<file path="src/rtl/spike_rate_decoder.sv">
`default_nettype none
// ============================================================================
// Module   : spike_rate_decoder
// Brief    : Counts spike rising edges over a programmable window and reports
//            the rate. Optional inter-spike interval measurement is built when
//            the macro SPIKE_ISI_EN is defined.
// Revision : 1.0 - initial release
// ============================================================================
module spike_rate_decoder #(
    parameter int WINDOW_W = 8,
    parameter int CNT_W    = 8,
    parameter int ISI_W    = 8
) (
    input  logic                clk,
    input  logic                reset,
    input  logic                enable,
    input  logic                spike_in,
    input  logic [WINDOW_W-1:0] window_len,
    output logic [CNT_W-1:0]    rate_out,
    output logic                rate_valid,
    output logic                overflow,
    output logic [ISI_W-1:0]    isi_out,
    output logic                isi_valid
);

    localparam logic [0:0]       S_IDLE  = 1'b0;
    localparam logic [0:0]       S_COUNT = 1'b1;
    localparam logic [CNT_W-1:0] CNT_MAX = '1;

    logic [0:0]          state;
    logic                spike_prev;
    logic [WINDOW_W-1:0] win_idx;
    logic [WINDOW_W-1:0] win_len;
    logic [CNT_W-1:0]    spike_cnt;
    logic                sat;

    logic                spike_edge;
    logic                cnt_full;
    logic                last_cycle;
    logic [CNT_W-1:0]    cnt_next;
    logic                sat_next;
    logic [WINDOW_W-1:0] len_eff;

    assign spike_edge = spike_in & ~spike_prev;
    assign cnt_full   = (spike_cnt == CNT_MAX);
    assign cnt_next   = (spike_edge && !cnt_full) ? spike_cnt + CNT_W'(1) : spike_cnt;
    // sat marks an edge that arrived while the count was already pinned
    assign sat_next   = sat | (spike_edge & cnt_full);
    assign last_cycle = (win_idx == win_len - WINDOW_W'(1));
    assign len_eff    = (window_len == '0) ? WINDOW_W'(1) : window_len;

    always_ff @(posedge clk or posedge reset) begin
        if (reset) begin
            spike_prev <= 1'b0;
        end else begin
            spike_prev <= spike_in;
        end
    end

    always_ff @(posedge clk or posedge reset) begin
        if (reset) begin
            state      <= S_IDLE;
            win_idx    <= '0;
            win_len    <= WINDOW_W'(1);
            spike_cnt  <= '0;
            sat        <= 1'b0;
            rate_out   <= '0;
            rate_valid <= 1'b0;
            overflow   <= 1'b0;
        end else begin
            rate_valid <= 1'b0;
            case (state)
                S_IDLE: begin
                    win_idx   <= '0;
                    spike_cnt <= '0;
                    sat       <= 1'b0;
                    if (enable) begin
                        state   <= S_COUNT;
                        win_len <= len_eff;
                    end
                end
                S_COUNT: begin
                    if (!enable) begin
                        // partial window is dropped without a report
                        state     <= S_IDLE;
                        win_idx   <= '0;
                        spike_cnt <= '0;
                        sat       <= 1'b0;
                    end else if (last_cycle) begin
                        rate_out   <= cnt_next;
                        overflow   <= sat_next;
                        rate_valid <= 1'b1;
                        spike_cnt  <= '0;
                        sat        <= 1'b0;
                        win_idx    <= '0;
                        win_len    <= len_eff;
                    end else begin
                        win_idx   <= win_idx + WINDOW_W'(1);
                        spike_cnt <= cnt_next;
                        sat       <= sat_next;
                    end
                end
                default: state <= S_IDLE;
            endcase
        end
    end

`ifdef SPIKE_ISI_EN
    localparam logic [ISI_W-1:0] ISI_MAX = '1;

    logic [ISI_W-1:0] isi_cnt;
    logic             isi_seen;

    // interval counter free-runs across window boundaries while decoding
    always_ff @(posedge clk or posedge reset) begin
        if (reset) begin
            isi_cnt   <= '0;
            isi_seen  <= 1'b0;
            isi_out   <= '0;
            isi_valid <= 1'b0;
        end else begin
            isi_valid <= 1'b0;
            if (state == S_COUNT && enable) begin
                if (spike_edge) begin
                    isi_cnt  <= ISI_W'(1);
                    isi_seen <= 1'b1;
                    if (isi_seen) begin
                        isi_out   <= isi_cnt;
                        isi_valid <= 1'b1;
                    end
                end else if (isi_cnt != ISI_MAX) begin
                    isi_cnt <= isi_cnt + ISI_W'(1);
                end
            end else begin
                isi_cnt  <= '0;
                isi_seen <= 1'b0;
            end
        end
    end
`else
    assign isi_out   = '0;
    assign isi_valid = 1'b0;
`endif

endmodule
`default_nettype wire

</file>
<file path="config.mk">
export PLATFORM = sky130hd
export DESIGN_NAME = spike_rate_decoder
export DESIGN_NICKNAME = d
export VERILOG_FILES = /design/src/rtl/spike_rate_decoder.sv
export SDC_FILE = /design/constraint.sdc
export NUM_CORES = 1
export LEC_CHECK = 0
export BUFFER_PORTS_ARGS = -buffer_cell sky130_fd_sc_hd__buf_2
export CAP_MARGIN = 20
export CORE_MARGIN = 2
export CORE_UTILIZATION = 30
export DETAILED_ROUTE_END_ITERATION = 16
export GPL_TIMING_DRIVEN = 0
export PLACE_DENSITY_LB_ADDON = 0.3
export SETUP_SLACK_MARGIN = 0.2
export SLEW_MARGIN = 20
export SYNTH_ARGS = -nofsm -noshare
export SYNTH_HDL_FRONTEND = slang
export SYNTH_SLANG_ARGS = --single-unit
</file>
<file path="constraint.sdc">
create_clock -name clk -period 3.9 [get_ports clk]
set_input_delay 0.78 -clock clk [delete_from_list [all_inputs] [get_ports clk]]
set_output_delay 0.78 -clock clk [all_outputs]
set_load 0.05 [all_outputs]
</file>
After elaboration in Yosys (flattened, before gate mapping) --
Index checks and enable logic that the tools add are counted.
Word-level totals: logic and storage cells 46, bits in registers 37, output and inout port bits 19, bits of input ports 12
Operators by class: mux-type cells 19, equality and inequality tests 5, $add $sub $neg 3, reductions and logical operators 5, bitwise operators 5
Operators with widths (count):
- $mux W8 | 9
- $pmux W8 S2 | 3
- $add A8 B1 Y8 const B | 2
- $eq A8 B8 Y1 | 1
- $eq A8 B8 Y1 const B | 1
- $logic_not A8 Y1 | 1
- $sub A8 B1 Y8 const B | 1
- $mux W1 | 6
- $reduce_and A3 Y1 | 2
- $ne A2 B2 Y1 const B | 2
- $and A1 B1 Y1 | 2
- $ne A2 B1 Y1 const B | 1
- $not A1 Y1 | 2
- $pmux W1 S2 | 1
- $logic_and A1 B1 Y1 | 1
- $logic_not A1 Y1 | 1
- $or A1 B1 Y1 | 1

Longest topological paths before layout --
depth after elaboration 7, mapped depth 9

Least setup slack after synthesis --
Ideal clock, no wire load.
path kind register to register, start register win_len[0], end register overflow, arrival time 2.380 ns, period minus slack after synthesis 2.505 ns, required time 3.775 ns, path slack 1.395 ns, cell stages (with the launch flop) 10, path buffers 1, cells stage by stage dfstp_2 -> inv_1 -> ha_1 -> or3b_2 -> nor3_1 -> xnor2_1 -> a2111oi_2 -> and3_1 -> buf_6 -> mux2_4
Between the ends: word-level cells in the longest chain between the ends 3
RTL lines:
- start: declaration | RTL line 33 | logic [WINDOW_W-1:0] win_len;
- start signal: assignment | RTL line 79 | win_len <= len_eff;
- start signal: assignment | RTL line 96 | win_len <= len_eff;
- $sub A8 B1 Y8 | RTL line 49 | assign last_cycle = (win_idx == win_len - WINDOW_W'(1));
- $eq A8 B8 Y1 | RTL line 49
- $reduce_and A3 Y1 (no line)
- end signal: assignment | RTL line 91 | overflow <= sat_next;
- end: declaration | RTL line 21 | output logic overflow,
Every way passes these cells. A chain may end at the register's enable or synchronous reset.

Final worst setup path --
start register win_len[1], end register overflow
Same word-level chain as after synthesis.

==> results.md <==
| Parameter | Value |
|:---|:---|
| Final net count | 222 |
| Top cell type's share of synthesized area | 45.63% |
| Crit end category | register |
| Critical Path Source | win_len[1]$_DFFE_PP0P_ |
| Fill count | 639 |
| Final weighted congestion in routability-driven placement | 0.7269 |
| Remaining design rule violation count | 0 |
| Final cycle utilization of the critical path | 70.04% |
| Synth Cell Area | 1974 µm² |
| CTS tree | built |
| Wire length of the first global-routing pass | 5920 µm |
| Max-slew violations | 0 |
| Sequential area share after synthesis | 46.96% |
| Area share of xor/xnor cells in the synthesized design | 7.098% |
| HPWL after detailed placement | 2544 µm |
| Leading register cell type out of synthesis | sky130_fd_sc_hd__dfrtp_1 |
| Number of buffers inserted by hold repair at cts | 0 |
| Critical R2R Launch | win_len[1]$_DFFE_PP0P_ |
| Die area | 7246 µm² |
| Diode insertion count for antenna repair | 0 |
| Warnings from Yosys | 0 |
| Total Routed Length | 3417 µm |
| Sum of overflow across all layers after global routing | 0 |
| Reported max-cap violation count | 0 |
| DIE HEIGHT | 85.13 µm |
| Vias in the first global route | 1227 |
| Count of unique library cells instantiated by Yosys | 40 |
| Count of flip-flops with a built-in enable after synthesis | 0 |
| Combinational family with the most area after synthesis | simple AND/OR/NAND/NOR gates |
| Buffer depth of the longest clock path | 2 |
| Cell count after placement | 277 |
| Area inside the core boundary | 6350 µm² |
| Total number of clock tree sinks | 37 |
| Worst Reg2Reg Path Length in Cells | 9 |
| Number of core rows | 29 |
| Crit Path Class | reg -> reg |
| Count of placed standard cells in the final layout, fillers left out | 284 |
| Required time of the critical path | 4.08 ns |
| Portion of netlist area occupied by mux cells | 14.01% |
| Reg2Reg Capture Point | overflow$_DFFE_PP0P_ |
| Critical path destination | overflow$_DFFE_PP0P_ |
| First-pass DRT Iterations | 4 |
| Unrepaired setup endpoints after global routing | no |
| Global-route usage over all layers | 10.40% |
| Post-CTS Setup Inserts | 0 |
| I/O pin total | 31 |
| Standby leakage power | 0.001151 µW |
| Clock root buffer | sky130_fd_sc_hd__clkbuf_8 |
| Arrival @ worst endpoint | 2.91 ns |
| Setup Skew | 0.009691 ns |
| Pwr Density | 381.7 nW/µm² |
| Fraction of final layout cells sized beyond drive strength 1 | 30.92% |
| Clock buffer count from CTS | 5 |
| Post-cts repair resize count | 0 |
| Detailed-route via count | 1287 |
| Post-synthesis async set-or-reset flop share | 100.0% |
| Count of mapped cells out of synthesis | 170 |
| Clock network latency to the later pin of the worst-skew pair | 0.29 ns |
| Average footprint of a synthesized cell | 11.61 µm² |
| Synthesized flop and latch total | 37 |
| Critical path launch point type | register |
| Outcome | finished clean |
| Total negative slack | 0 ns |
| Register-to-register setup slack | 1.17 ns |
| Arithmetic-cell share of the synthesized area counting full adders, half adders and majority gates | 1.901% |
| Clock-pin slew on the worst setup and hold paths | 0.08 ns |
| Worst supply voltage drop on vdd | 0.1748 mV |
| Synth area leaders | sky130_fd_sc_hd__dfrtp_1 46%, sky130_fd_sc_hd__mux2_4 11%, sky130_fd_sc_hd__xnor2_1 4.0%, sky130_fd_sc_hd__and2_1 3.5%, sky130_fd_sc_hd__buf_4 3.4% |
| Cell type with the highest aggregate area in the netlist | sky130_fd_sc_hd__dfrtp_1 |
| Count of H-tree levels built during CTS | 2 |
| I/O Buffers | 21 |
| Antenna Violating Nets Remaining | 0 |
| Signed area change from the synthesized netlist to the final layout | 18.38% |
| Period minus WS final | 2.731 ns |
| Largest fanout of any net on the critical path | 10 |
| Highest Clock Rate | 366.1 MHz |
| Width of the die | 85.13 µm |
| Iteration-0 DRC Markers | 20 |
| Min-Delay Path Class | in -> async |
| Initial cell density of the core | 31.09% |
| Fraction of the mapped netlist area in compound gates | 6.210% |
| Final hold slack | 0.4697 ns |
| Final setup violation count | 0 |
| Hold Violations, Final | 0 |
| Vias per cell | 4.532 |
| Synthesized-area fraction occupied by and/or/nand/nor cells | 18.12% |
| Pin count of the biggest net entering global routing | 23 |
| Number of antenna violations at the first check in global routing | 0 |
| Final routed wire length divided by cell count | 12.03 µm |
## stage by stage
stage | setup slack [ns] | total power [µW] | instance area (µm²) | utilization, %
floorplan | 1.395 | 547.9 | 2004 | -
global placement | 1.194 | 575.6 | 2206 | 34.74
finish | 1.169 | 892.1 | 2337 | 36.81
detailed placement | 1.151 | 581.8 | 2233 | 35.17
CTS | 1.136 | 911.0 | 2337 | 36.81
global route | 1.007 | 934.2 | 2337 | 36.81
## where the power goes
group | leakage (µW) | switching, µW | internal [µW]
clock | 0.0000540 | 134 | 186
combinational | 0.000609 | 80.7 | 64.9
sequential | 0.000488 | 21.9 | 404
## cell usage in the layout, fill, tap and decap left out, types with 3 or more instances in the layout
cell and instances:
sky130_fd_sc_hd__clkbuf_8 5, sky130_fd_sc_hd__dfrtp_1 36, sky130_fd_sc_hd__xor2_1 7, sky130_fd_sc_hd__conb_1 9, sky130_fd_sc_hd__mux2_4 15, sky130_fd_sc_hd__and3_1 6, sky130_fd_sc_hd__xnor2_1 9, sky130_fd_sc_hd__and2_1 11
sky130_fd_sc_hd__inv_1 4, sky130_fd_sc_hd__buf_4 9, sky130_fd_sc_hd__nand2_1 7, sky130_fd_sc_hd__nor2_1 5, sky130_fd_sc_hd__nand3_1 9, sky130_fd_sc_hd__mux2i_1 4, sky130_fd_sc_hd__buf_2 21, sky130_fd_sc_hd__nor3_1 11
sky130_fd_sc_hd__nand2b_1 3, sky130_fd_sc_hd__ha_1 3
## cell families (layout without fill, tap and decap cells)
kind of cell	Yosys count	in the layout
AOI/OAI and AO/OA	14	14
xor gates and xnor gates	16	16
adders and majority gates	3	3
buffers and inverters	16	45
DFF	37	37
muxes	20	20
other	1	9
and+or+nand+nor	63	63
## layer usage
layer | vias up | part of all wire, % | GRT usage (%) | wire [µm]
met2 | 27 | 47 | 16.34 | 1593
met5 | - | 0 | 0 | 0
met1 | 603 | 47 | 13.41 | 1597
met3 | 7 | 4.9 | 3.016 | 167
met4 | 0 | 1.7 | 4.329 | 58
li1 | 650 | - | - | -
## Yosys cell counts (all sizes together), types with 2 or more instances
library cell and number:
mux2 16, nand3 9, and3 6, nor3 11, o21ai 2, xor2 7, nand2b 3, dfrtp 36
a21o 2, mux2i 4, a21oi 2, nor2b 2, and2 11, nor2 5, nand2 7, buf 11
o21a 2, inv 5, ha 3, xnor2 9
## worst min path at each step
stage | from | end | depth (start not counted)
6_report | reset | state$_DFF_PP0_ | 2
5_1_grt | reset | state$_DFF_PP0_ | 2
2_1_floorplan | win_idx[0]$_DFF_PP0_ | win_idx[0]$_DFF_PP0_ | 1
3_3_place_gp | rate_out[7]$_DFFE_PP0P_ | rate_out[7]$_DFFE_PP0P_ | 1
4_1_cts | reset | state$_DFF_PP0_ | 2
3_5_place_dp | overflow$_DFFE_PP0P_ | overflow$_DFFE_PP0P_ | 1
## worst max-delay path, stage by stage, from the launching register on
cell	delay, ns
sky130_fd_sc_hd__dfrtp_1	0.41
sky130_fd_sc_hd__inv_1	0.07
sky130_fd_sc_hd__ha_1	0.18
sky130_fd_sc_hd__or3b_2	0.47
sky130_fd_sc_hd__nor3_1	0.20
sky130_fd_sc_hd__xnor2_1	0.11
sky130_fd_sc_hd__a2111oi_2	0.45
sky130_fd_sc_hd__and3_1	0.24
sky130_fd_sc_hd__buf_6	0.18
sky130_fd_sc_hd__mux2_4	0.31
## final cells by class
class	count	area, µm²	share of cell area [%]
Timing Repair Buffer	22	132.6	5.675
Sequential cell	37	927.1	39.67
Inverter	5	18.77	0.8030
Clock buffer	5	68.82	2.944
Multi-Input combinational cell	125	968.4	41.43
Clock inverter	2	35.03	1.499
Buffer	11	90.09	3.854
Tap cell	77	96.34	4.122
## sequential cells by signal (all words and copies together), names as in the netlist
name        flops
state           1
rate_valid      1
overflow        1
spike_prev      1
sat             1
spike_cnt       8
rate_out        8
win_len         8
win_idx         8
(Power assumes the default switching activity.)
